<file path="src/rtl/cfu_pkg.sv">
// Shared definitions for the CFU adapter family.
//   - cfu_fn_e      : function select codes (low two bits of the function ID)
//   - CFU_ERR_*     : error codes reported in resp_error_id
//   - cfu_resp_t    : response entry {id, data, ok, error_id} at default widths
//   - cfu_ptr_w()   : pointer width helper that stays >= 1 for single-entry FIFOs
package cfu_pkg;

    typedef enum logic [1:0] {
        CFU_FN_MUL = 2'd0,
        CFU_FN_ADD = 2'd1,
        CFU_FN_SUB = 2'd2,
        CFU_FN_XOR = 2'd3
    } cfu_fn_e;

    localparam int CFU_FN_MAX   = 3;

    localparam int CFU_ERR_NONE = 0;
    localparam int CFU_ERR_IID  = 1;
    localparam int CFU_ERR_FUNC = 2;

    localparam int CFU_DEF_ID_W   = 6;
    localparam int CFU_DEF_DATA_W = 32;
    localparam int CFU_DEF_ERR_W  = 32;

    // Response entry at the default interface widths; modules with other
    // widths declare a matching local struct of the same field order.
    typedef struct packed {
        logic [CFU_DEF_ID_W-1:0]   id;
        logic [CFU_DEF_DATA_W-1:0] data;
        logic                      ok;
        logic [CFU_DEF_ERR_W-1:0]  error_id;
    } cfu_resp_t;

    function automatic int cfu_ptr_w(input int depth);
        return (depth > 1) ? $clog2(depth) : 1;
    endfunction

endpackage

</file>
<file path="src/rtl/cfu_resp_fifo.sv">
// In-order response FIFO. Synchronous push/pop, asynchronous active-low reset
// of the pointers and count (stored payloads are not reset; head is only
// meaningful while empty_o is 0). No fall-through: an entry pushed at an edge
// becomes visible at head_o after that edge. Credits are managed by the caller,
// so no full flag is provided.
// Ports:
//   clk_i        clock, rising edge
//   rst_ni       asynchronous reset, active low
//   push_i       write push_data_i at the tail
//   push_data_i  entry to enqueue
//   pop_i        drop the head entry (ignored when empty)
//   empty_o      no entries stored
//   head_o       oldest stored entry
module cfu_resp_fifo
    import cfu_pkg::*;
#(
    parameter int DEPTH = 4,
    parameter int WIDTH = 8
) (
    input  logic             clk_i,
    input  logic             rst_ni,
    input  logic             push_i,
    input  logic [WIDTH-1:0] push_data_i,
    input  logic             pop_i,
    output logic             empty_o,
    output logic [WIDTH-1:0] head_o
);

    localparam int AW    = cfu_ptr_w(DEPTH);
    localparam int CNT_W = $clog2(DEPTH) + 1;

    logic [WIDTH-1:0] mem_q [DEPTH];
    logic [AW-1:0]    wr_ptr_q, wr_ptr_d;
    logic [AW-1:0]    rd_ptr_q, rd_ptr_d;
    logic [CNT_W-1:0] cnt_q, cnt_d;
    logic             pop_eff;

    // Explicit wrap keeps a depth-1 FIFO's pointer pinned at zero.
    function automatic logic [AW-1:0] ptr_inc(input logic [AW-1:0] p);
        return (p == AW'(DEPTH - 1)) ? '0 : p + AW'(1);
    endfunction

    assign pop_eff = pop_i & ~empty_o;

    always_comb begin
        wr_ptr_d = wr_ptr_q;
        rd_ptr_d = rd_ptr_q;
        cnt_d    = cnt_q;
        if (push_i) begin
            wr_ptr_d = ptr_inc(wr_ptr_q);
        end
        if (pop_eff) begin
            rd_ptr_d = ptr_inc(rd_ptr_q);
        end
        if (push_i && !pop_eff) begin
            cnt_d = cnt_q + CNT_W'(1);
        end else if (!push_i && pop_eff) begin
            cnt_d = cnt_q - CNT_W'(1);
        end
    end

    always_ff @(posedge clk_i or negedge rst_ni) begin
        if (!rst_ni) begin
            wr_ptr_q <= '0;
            rd_ptr_q <= '0;
            cnt_q    <= '0;
        end else begin
            wr_ptr_q <= wr_ptr_d;
            rd_ptr_q <= rd_ptr_d;
            cnt_q    <= cnt_d;
        end
    end

    always_ff @(posedge clk_i) begin
        if (push_i) begin
            mem_q[wr_ptr_q] <= push_data_i;
        end
    end

    assign empty_o = (cnt_q == '0);
    assign head_o  = mem_q[rd_ptr_q];

endmodule

</file>
<file path="src/rtl/cfu_pipelined_credit_adapter.sv">
// Credit-based CFU adapter: a fixed-latency function pipeline feeding an
// in-order response FIFO. A request is admitted only when a FIFO slot is
// reserved for it, so the pipeline never stalls and resp_ready never reaches
// req_ready combinationally.
// Ports:
//   clock, reset (async, active low), clock_en (0 = freeze everything)
//   req_ready/req_valid/req_interface_id/req_function_id/req_id/req_data
//       request channel; req_data = {operand[1], operand[0]}
//   resp_ready/resp_valid/resp_id/resp_data/resp_ok/resp_error_id
//       response channel, delivered in acceptance order
// Functions: 0 MUL (low), 1 ADD, 2 SUB ([0]-[1]), 3 XOR, all modulo 2^RESP_W.
// Errors: wrong interface ID -> code 1; function ID > 3 -> code 2; data 0.
module cfu_pipelined_credit_adapter
    import cfu_pkg::*;
#(
    parameter int CFU_IID            = 0,
    parameter int CFU_INTERFACE_ID_W = 16,
    parameter int CFU_FUNCTION_ID_W  = 16,
    parameter int CFU_REQ_RESP_ID_W  = 6,
    parameter int CFU_REQ_DATA_W     = 32,
    parameter int CFU_RESP_DATA_W    = CFU_REQ_DATA_W,
    parameter int CFU_ERROR_ID_W     = CFU_RESP_DATA_W,
    parameter int LATENCY            = 3,
    parameter int FIFO_DEPTH         = 4
) (
    input  logic                          clock,
    input  logic                          reset,
    input  logic                          clock_en,
    output logic                          req_ready,
    input  logic                          req_valid,
    input  logic [CFU_INTERFACE_ID_W-1:0] req_interface_id,
    input  logic [CFU_FUNCTION_ID_W-1:0]  req_function_id,
    input  logic [CFU_REQ_RESP_ID_W-1:0]  req_id,
    input  logic [2*CFU_REQ_DATA_W-1:0]   req_data,
    input  logic                          resp_ready,
    output logic                          resp_valid,
    output logic [CFU_REQ_RESP_ID_W-1:0]  resp_id,
    output logic [CFU_RESP_DATA_W-1:0]    resp_data,
    output logic                          resp_ok,
    output logic [CFU_ERROR_ID_W-1:0]     resp_error_id
);

    localparam int OCC_W = $clog2(FIFO_DEPTH) + 1;
    localparam int CW    = (CFU_REQ_DATA_W > CFU_RESP_DATA_W) ? CFU_REQ_DATA_W : CFU_RESP_DATA_W;
    localparam logic [OCC_W-1:0] DEPTH_OCC = OCC_W'(FIFO_DEPTH);

    typedef struct packed {
        logic [CFU_REQ_RESP_ID_W-1:0] id;
        logic [CFU_RESP_DATA_W-1:0]   data;
        logic                         ok;
        logic [CFU_ERROR_ID_W-1:0]    error_id;
    } resp_t;

    localparam int ENTRY_W = $bits(resp_t);

    // ---------------- parameter legality ----------------
    if (LATENCY < 1) begin : g_chk_latency
        $error("LATENCY must be at least 1");
    end
    if ((FIFO_DEPTH < 1) || ((FIFO_DEPTH & (FIFO_DEPTH - 1)) != 0)) begin : g_chk_depth
        $error("FIFO_DEPTH must be a power of two and at least 1");
    end
    if (CFU_FUNCTION_ID_W < 2) begin : g_chk_fn_w
        $error("CFU_FUNCTION_ID_W must be at least 2");
    end

    // ---------------- credits ----------------
    logic [OCC_W-1:0] occ_q, occ_d;
    logic             accept;
    logic             deliver;
    logic             fifo_empty;

    // Gating with reset keeps req_ready low while reset is held; occ_q alone
    // is already 0 then, but clock_en may be high.
    assign req_ready  = reset & clock_en & (occ_q < DEPTH_OCC);
    assign accept     = req_valid & req_ready;
    assign resp_valid = clock_en & ~fifo_empty;
    assign deliver    = resp_valid & resp_ready;

    // A slot freed by this cycle's delivery only shows up as a credit next
    // cycle, because req_ready is derived from the registered count.
    always_comb begin
        occ_d = occ_q;
        if (accept && !deliver) begin
            occ_d = occ_q + OCC_W'(1);
        end else if (!accept && deliver) begin
            occ_d = occ_q - OCC_W'(1);
        end
    end

    always_ff @(posedge clock or negedge reset) begin
        if (!reset) begin
            occ_q <= '0;
        end else begin
            occ_q <= occ_d;
        end
    end

    // ---------------- function evaluation ----------------
    logic [CW-1:0] op_a, op_b, calc;
    resp_t         new_entry;

    assign op_a = CW'(req_data[CFU_REQ_DATA_W-1:0]);
    assign op_b = CW'(req_data[2*CFU_REQ_DATA_W-1:CFU_REQ_DATA_W]);

    always_comb begin
        calc = '0;
        case (cfu_fn_e'(req_function_id[1:0]))
            CFU_FN_MUL: calc = op_a * op_b;
            CFU_FN_ADD: calc = op_a + op_b;
            CFU_FN_SUB: calc = op_a - op_b;
            CFU_FN_XOR: calc = op_a ^ op_b;
        endcase
    end

    always_comb begin
        new_entry.id       = req_id;
        new_entry.data     = calc[CFU_RESP_DATA_W-1:0];
        new_entry.ok       = 1'b1;
        new_entry.error_id = CFU_ERROR_ID_W'(CFU_ERR_NONE);
        if (req_interface_id != CFU_INTERFACE_ID_W'(CFU_IID)) begin
            new_entry.data     = '0;
            new_entry.ok       = 1'b0;
            new_entry.error_id = CFU_ERROR_ID_W'(CFU_ERR_IID);
        end else if (req_function_id > CFU_FUNCTION_ID_W'(CFU_FN_MAX)) begin
            new_entry.data     = '0;
            new_entry.ok       = 1'b0;
            new_entry.error_id = CFU_ERROR_ID_W'(CFU_ERR_FUNC);
        end
    end

    // ---------------- pipeline ----------------
    // LATENCY-1 register stages sit in front of the FIFO; together with the
    // FIFO write edge this gives resp_valid exactly LATENCY cycles after accept.
    logic  push_valid;
    resp_t push_entry;

    if (LATENCY == 1) begin : g_nopipe
        assign push_valid = accept;
        assign push_entry = new_entry;
    end else begin : g_pipe
        localparam int NSTG = LATENCY - 1;

        logic  vld_q [NSTG];
        logic  vld_in [NSTG];
        resp_t ent_q [NSTG];
        resp_t ent_in [NSTG];

        for (genvar gi = 0; gi < NSTG; gi++) begin : g_stage_in
            if (gi == 0) begin : g_head
                assign vld_in[gi] = accept;
                assign ent_in[gi] = new_entry;
            end else begin : g_shift
                assign vld_in[gi] = vld_q[gi-1];
                assign ent_in[gi] = ent_q[gi-1];
            end
        end

        always_ff @(posedge clock or negedge reset) begin
            if (!reset) begin
                for (int i = 0; i < NSTG; i++) begin
                    vld_q[i] <= 1'b0;
                end
            end else if (clock_en) begin
                for (int i = 0; i < NSTG; i++) begin
                    vld_q[i] <= vld_in[i];
                end
            end
        end

        // Payloads need no reset: they are qualified by vld_q.
        always_ff @(posedge clock) begin
            if (clock_en) begin
                for (int i = 0; i < NSTG; i++) begin
                    ent_q[i] <= ent_in[i];
                end
            end
        end

        assign push_valid = clock_en & vld_q[NSTG-1];
        assign push_entry = ent_q[NSTG-1];
    end

    // ---------------- response FIFO ----------------
    logic [ENTRY_W-1:0] fifo_head;
    resp_t              head_entry;

    cfu_resp_fifo #(
        .DEPTH (FIFO_DEPTH),
        .WIDTH (ENTRY_W)
    ) u_resp_fifo (
        .clk_i       (clock),
        .rst_ni      (reset),
        .push_i      (push_valid),
        .push_data_i (push_entry),
        .pop_i       (deliver),
        .empty_o     (fifo_empty),
        .head_o      (fifo_head)
    );

    assign head_entry = resp_t'(fifo_head);

    // Head fields are shown whenever the FIFO holds data (so they hold through
    // clock_en=0); an empty FIFO presents the idle/reset response values.
    always_comb begin
        resp_id       = '0;
        resp_data     = '0;
        resp_ok       = 1'b1;
        resp_error_id = '0;
        if (!fifo_empty) begin
            resp_id       = head_entry.id;
            resp_data     = head_entry.data;
            resp_ok       = head_entry.ok;
            resp_error_id = head_entry.error_id;
        end
    end

endmodule

</file>
<file path="config.mk">
export PLATFORM = sky130hd
export DESIGN_NAME = cfu_pipelined_credit_adapter
export DESIGN_NICKNAME = d
export VERILOG_FILES = /design/src/rtl/cfu_pkg.sv /design/src/rtl/cfu_resp_fifo.sv /design/src/rtl/cfu_pipelined_credit_adapter.sv
export SDC_FILE = /design/constraint.sdc
export NUM_CORES = 2
export LEC_CHECK = 0
export CAP_MARGIN = 20
export CORE_UTILIZATION = 65
export DETAILED_ROUTE_END_ITERATION = 8
export PLACE_DENSITY = 0.9
export SLEW_MARGIN = 20
export SYNTH_ARGS = -nofsm -noshare
export SYNTH_HDL_FRONTEND = slang
export SYNTH_SLANG_ARGS = --single-unit
</file>
<file path="constraint.sdc">
create_clock -name clock -period 3.9 [get_ports clock]
set_input_delay 0.78 -clock clock [delete_from_list [all_inputs] [get_ports clock]]
set_output_delay 0.78 -clock clock [all_outputs]
set_load 0.01 [all_outputs]
</file>
== Yosys cells after proc, flatten, opt, wreduce, memory -nomap -nowiden ==
Memory sizes are Yosys's and may differ from the RTL's.
Index checks and enable logic that the tools add are counted.

* Flip-flop bits (word level): 12
* Memory bits (writable): 426
* Input bits: 107
* Output and inout port bits: 73
* Word-level logic and storage cells: 63
* Memories kept: 2

{| class="wikitable"
|+ Memory list
! name !! depth !! width !! read ports !! clocked after Yosys merged registers in !! wr ports !! line !! RTL
|-
| u_resp_fifo.mem_q || 4 || 71 || 1 || 0 || 1 || cfu_resp_fifo.sv:32 || <nowiki>logic [WIDTH-1:0] mem_q [DEPTH];</nowiki>
|-
| g_pipe.ent_q || 2 || 71 || 2 || 0 || 2 || cfu_pipelined_credit_adapter.sv:146 || <nowiki>resp_t ent_q [NSTG];</nowiki>
|}

* Add/sub/neg operators: 8
* Multiply operators: 1
* $lt $le $gt $ge: 2
* Equal/unequal tests: 5
* Multiplexer cells: 17
* Bitwise gates (word level): 9
* Reduce and logical (&&, ||, !) cells: 13

{| class="wikitable"
|+ Operators with widths
! kind !! count
|-
| two-way mux 65 bit || 2
|-
| one-hot mux 32 bit (4 select lines) || 1
|-
| two-way mux 32 bit || 2
|-
| adder 32 bit || 1
|-
| multiplier 32 x 32 -> 32 bit || 1
|-
| subtractor 32 bit || 1
|-
| bitwise XOR 32 bit || 1
|-
| greater-than comparator 16 x 2 -> 1 bit (second input constant) || 1
|-
| nonzero test 16 bit || 1
|-
| two-way mux 3 bit || 4
|-
| == test 2 bit (second input constant) || 4
|-
| AND 1 bit || 7
|-
| adder 3 x 1 -> 3 bit (second input constant) || 2
|-
| two-way mux 6 bit || 1
|-
| subtractor 3 x 1 -> 3 bit (second input constant) || 2
|-
| two-way mux 1 bit || 5
|-
| adder 2 x 1 -> 2 bit (second input constant) || 2
|-
| logical AND 1 bit || 4
|-
| zero test 1 bit || 4
|-
| two-way mux 2 bit || 2
|-
| nonzero test 2 bit || 2
|-
| zero test 3 bit || 1
|-
| less-than comparator 3 bit (second input constant) || 1
|-
| == test 2 x 1 -> 1 bit (second input constant) || 1
|-
| other kinds (2) || 2
|}

== Logic depth before layout (Yosys ltp) ==
* Depth in word-level cells: 8
* Gate-level depth with buffers: 28

== Modules after synthesis ==
From an unflattened synthesis, not the netlist that was laid out.

* Cell total of the unflattened synthesis: 2804
* Area total of the unflattened synthesis: 32897.8 um^2

{| class="wikitable"
|+ By module, submodules not included
! module !! instances !! cells each !! area an instance (um^2) !! sequential area each (um^2)
|-
| cfu_pipelined_credit_adapter || 1 || 2397 || 22156.2 || 2587.5
|-
| cfu_resp_fifo || 1 || 407 || 10741.6 || 8703.3
|}

== Worst setup path before layout ==
Ideal clock, no wire load.

* Path kind: input port to flip-flop
* From: in req_data[38]
* To: mem g_pipe.ent_q[0][63] in the netlist's numbering, data pin
* Arrival: 7097 ps
* Required time: 3625 ps
* Path slack: -3471 ps
* Stages on the path: 24
* Path buffers: 3
* Path through: clkbuf_1 clkbuf_1 and2_1 fa_1 fa_1 fa_1 inv_1 fa_1 inv_1 fa_1 fa_1 fa_1 fa_1 ha_1 clkbuf_1 a2111oi_0 o21ai_0 o21ai_0 o21ai_1 a211oi_1 nor3_1 a31oi_1 xor2_1 a211oi_1

{| class="wikitable"
|+ RTL lines
! element !! line !! RTL
|-
| start, declared || cfu_pipelined_credit_adapter.sv:34 || <nowiki>input logic [2*CFU_REQ_DATA_W-1:0] req_data,</nowiki>
|-
| end, declared || cfu_pipelined_credit_adapter.sv:146 ||
|}

==> out/summary.md <==
The checks that failed: design-rule violations, negative setup slack. Initial antenna violation count: 4. The signal on the critical path passes through buf_2, buf_6, and2_1, fa_2, fa_2, fa_1, inv_1, fa_1, inv_2, fa_2, ha_4, fa_2, fa_2, ha_4, a21o_1, o21bai_4, a311oi_4, buf_4, o21ai_2, a21o_1, a21oi_2, xor2_2, a211oi_2.

Leaving out fill and tap cells, the most frequent cell in the layout is sky130_fd_sc_hd__inv_1. The part of the cycle the worst path needs was 1.80; the die outline area was 44700 um^2. The setup path with the least slack is of type in -> reg. The tools report the final core utilization as 0.831. The cell area after layout is 35900 um^2. The run finished, with violations left.

The remaining antenna violation count came out at 0. The logs give 180 for the count of boundary I/O pins and 2637 for the instance count of the mapped netlist. The tools report the remaining design rule violation count as 1. The number of optimization iterations in the first detailed-route pass was 9; the time the worst path needs with I/O delays and setup was 7040 ps. Path type of the worst min-delay path: reg -> reg. Clock-pin slew was measured on the worst setup and hold paths at 80 ps. TritonCTS built the clock tree. Prevailing post-synth register cell: sky130_fd_sc_hd__edfxtp_1. Summed over all nets, wire length on met3 after detailed routing comes to 9.53 mm. Final number of max-transition violations: 0. Summing all placed instances gives a cell area of 33700 um^2. The logs give 0.269 for the share of synthesized area occupied by flip-flops and latches and 0 for the residual overflow from global routing. The longest clock path from root to sink contains 3 buffers. In the final routing, the length of wire on met1 measures 30.6 mm. The run gives 1.00 as the final RePlAce weighted congestion. Counting stages on the worst path, the most repeated cell is sky130_fd_sc_hd__fa_2. The number of sinks handled by clock tree synthesis came out at 258. The startpoint type of the worst setup path was a primary input.

Across the routed clock network, the largest skew measured is 19.4 ps. In the layout the commonest cells are sky130_fd_sc_hd__inv_1 (387), sky130_fd_sc_hd__fa_1 (365), sky130_fd_sc_hd__buf_4 (365), sky130_fd_sc_hd__and2_1 (265), sky130_fd_sc_hd__nand2_1 (255). Setup repair after global routing could not meet its margin everywhere.

Entering global routing, the biggest net connects 69 pins. STA puts the critical path data required time at 4120 ps. From left edge to right edge, the die measures 212 um. In this run, the number of DRC markers left after iteration 0 of detailed routing was 2283. CTS placed an instance of sky130_fd_sc_hd__clkbuf_16 at the clock tree root. After synthesis the cells add up to 28500 um^2. The tools report the placeable core region as 43200 um^2. The reported max-cap violation count is 0, and the number of fill cells in the layout is 2189. Summed over all layers, the routed wires come to 91.9 mm. The fraction of synthesis flops using an asynchronous set or reset pin was 0.0465; the worst slew slack as a fraction of its limit was 0.255.

The fraction of final layout cells sized beyond drive strength 1 was 0.258; the number of buffers created by CTS was 21. The count of H-tree levels built during CTS was 1. Final hold analysis gives a worst-case slack of 430 ps.

The tools report the highest attainable clock frequency as 0.142 GHz. In this design, the stage delay of the slowest critical-path cell is 620 ps. From bottom edge to top edge, the die measures 212 um. The net count of the finished layout came out at 3811. Highest signal layer in the routed design: met5.

The endpoint kind of the worst setup timing path is a flip-flop. In the routed layout, each cell is associated on average with a via count of 6.13. The mean instance size in the synthesized netlist is 10.8 um^2, and the number of unique standard cell types used by synthesis is 78.

After detailed routing, the average wire length per cell comes to 24.7 um. The number of enable-type register cells in the synthesized netlist was 246; the synthesized flop and latch total was 258. The area growth from synthesis to layout was 25.7%.

Clock latency on the worst-skew pair, taken at its later pin, is 510 ps. For the critical path arrival, the log shows 7260 ps. The run gives 65.9 mm as the sum of net half-perimeters after detailed placement. The yosys synthesis warning count came out at 0. The slowest cell on the critical path was sky130_fd_sc_hd__fa_2. The row count is 76.

The logs give 0.661 for the initial core utilization and 0 for the hold violation count in the final report. The routed wire length on met2 is 44.4 mm, and the register-to-register setup slack is 1010 ps. The actual slew at the worst max-slew pin was 1120 ps; the via count of the first global-routing pass was 24562. The maximum net fanout on the critical path is 7, and the smallest setup slack after layout is -3140 ps.

The global-route usage over all layers was 0.412; the quantity of hold-fixing buffers added after cts was 0. The first global-routing pass estimated 138 mm of wire. The number of buffer cells added on primary ports is 149.

The final setup violation count was 27; the worst setup slack before clock tree synthesis was -3980 ps. The detailed router placed 22778 vias in this run.
==> final timing paths <==
| kind | from | to | depth (start not counted) |
|---|---|---|---|
| max in group asynchronous | reset | u_resp_fifo.rd_ptr_q[0] | 2 |
| hold / removal | g_pipe.ent_q[0][43] | g_pipe.ent_q[0][114] | 0 |
| setup reg to reg | u_resp_fifo.cnt_q[0] | u_resp_fifo.cnt_q[2] | 10 |
| setup / recovery | req_data[9] | g_pipe.ent_q[0][55] | 23 |
| min in group asynchronous | reset | occ_q[2] | 2 |
| hold reg to reg | g_pipe.ent_q[0][43] | g_pipe.ent_q[0][114] | 0 |
==> worst max-delay path, delay by kind of cell <==
kind	cells	cell delay, ps
adder cells (fa/ha/maj)	9	4160
AO/OA/AOI/OAI	7	1280
buffers and inverters	5	620
AND/OR/NAND/NOR	1	150
XOR/XNOR	1	260
==> area by class of cell <==
| class | instances | area [um^2] | share of cell area |
|---|---|---|---|
| Clock inverter | 16 | 126 | 0.00352 |
| Timing Repair Buffer | 593 | 5350 | 0.149 |
| Clock buffer | 22 | 529 | 0.0148 |
| Multi-Input combinational cell | 1829 | 19900 | 0.555 |
| Sequential cell | 258 | 7690 | 0.214 |
| Inverter | 409 | 1540 | 0.0428 |
| Antenna cell | 3 | 7.51 | 0.000209 |
| Tap cell | 585 | 732 | 0.0204 |
==> layer usage <==
layer | global-route usage | vias to the layer above
li1 | - | 9348
met2 | 0.691 | 1648
met4 | 0.264 | 4
met3 | 0.0865 | 522
met5 | 0 | -
met1 | 0.484 | 11256
==> cells by family after synthesis <==
family	count (synthesis)	synth area share
flops	258	0.269
compound gates	242	0.0584
simple gates	757	0.139
mux	49	0.0354
other cells	1	0.000131
fa+ha+maj	592	0.368
buf+inv	579	0.0805
xor+xnor	159	0.0491
==> flip-flops by register name, summed over array words and instances (netlist names) <==
signal / flops
u_resp_fifo.mem_q: 164
g_pipe.vld_q: 1
g_pipe.vld_in: 1
occ_q: 3
u_resp_fifo.rd_ptr_q: 2
u_resp_fifo.wr_ptr_q: 2
g_pipe.ent_q: 82
u_resp_fifo.cnt_q: 3
==> cells in the mapped netlist, types with 3 or more instances <==
master	instances	area (um^2)
sky130_fd_sc_hd__ha_1	181	2260
sky130_fd_sc_hd__or2_2	3	18.8
sky130_fd_sc_hd__a211oi_1	28	210
sky130_fd_sc_hd__nand3_1	5	25.0
sky130_fd_sc_hd__and2_1	297	1860
sky130_fd_sc_hd__a221oi_1	24	210
sky130_fd_sc_hd__xor2_1	58	508
sky130_fd_sc_hd__and3_1	7	43.8
sky130_fd_sc_hd__buf_4	30	225
sky130_fd_sc_hd__o21ai_0	35	175
sky130_fd_sc_hd__o21bai_1	6	45.0
sky130_fd_sc_hd__mux2_2	4	45.0
sky130_fd_sc_hd__clkbuf_1	129	484
sky130_fd_sc_hd__nor2_1	61	229
sky130_fd_sc_hd__nor4_1	13	81.3
sky130_fd_sc_hd__nor3_1	20	100
sky130_fd_sc_hd__o21ai_1	6	30.0
sky130_fd_sc_hd__nand2b_1	10	62.6
sky130_fd_sc_hd__xnor2_1	100	876
sky130_fd_sc_hd__dfrtp_1	12	300
sky130_fd_sc_hd__or3_1	7	43.8
sky130_fd_sc_hd__a2111oi_0	3	26.3
sky130_fd_sc_hd__nand4_1	7	43.8
sky130_fd_sc_hd__o31ai_1	4	30.0
sky130_fd_sc_hd__nor2b_1	48	300
sky130_fd_sc_hd__o211ai_1	6	45.0
sky130_fd_sc_hd__nand2_1	261	980
sky130_fd_sc_hd__nand3b_1	3	22.5
sky130_fd_sc_hd__mux4_2	41	923
sky130_fd_sc_hd__inv_1	409	1540
sky130_fd_sc_hd__edfxtp_1	246	7390
sky130_fd_sc_hd__o21a_1	9	67.6
sky130_fd_sc_hd__fa_1	411	8230
sky130_fd_sc_hd__a21oi_1	66	330
sky130_fd_sc_hd__a31oi_1	5	31.3
sky130_fd_sc_hd__buf_1	8	30.0
sky130_fd_sc_hd__a21o_1	21	158
==> through the flow <==
| stage | TNS [ps] | std cells |
|---|---|---|
| after floorplan | -59750 | 2666 |
| after global placement | -88480 | 3618 |
| after detailed placement | -90310 | 3618 |
| after CTS | -64010 | 3708 |
| after global routing | -70200 | 3713 |
| final | -67310 | 3715 |
==> timing repair <==
item	4_1_cts	5_1_grt
endpoints found under the setup margin	28	28
resized for setup	275	105
cloned	8	1
pin swaps	135	118
buffers inserted	46	5
Power is not shown: default switching activity piles up to over one toggle a cycle in this logic, so the estimate is an artifact.
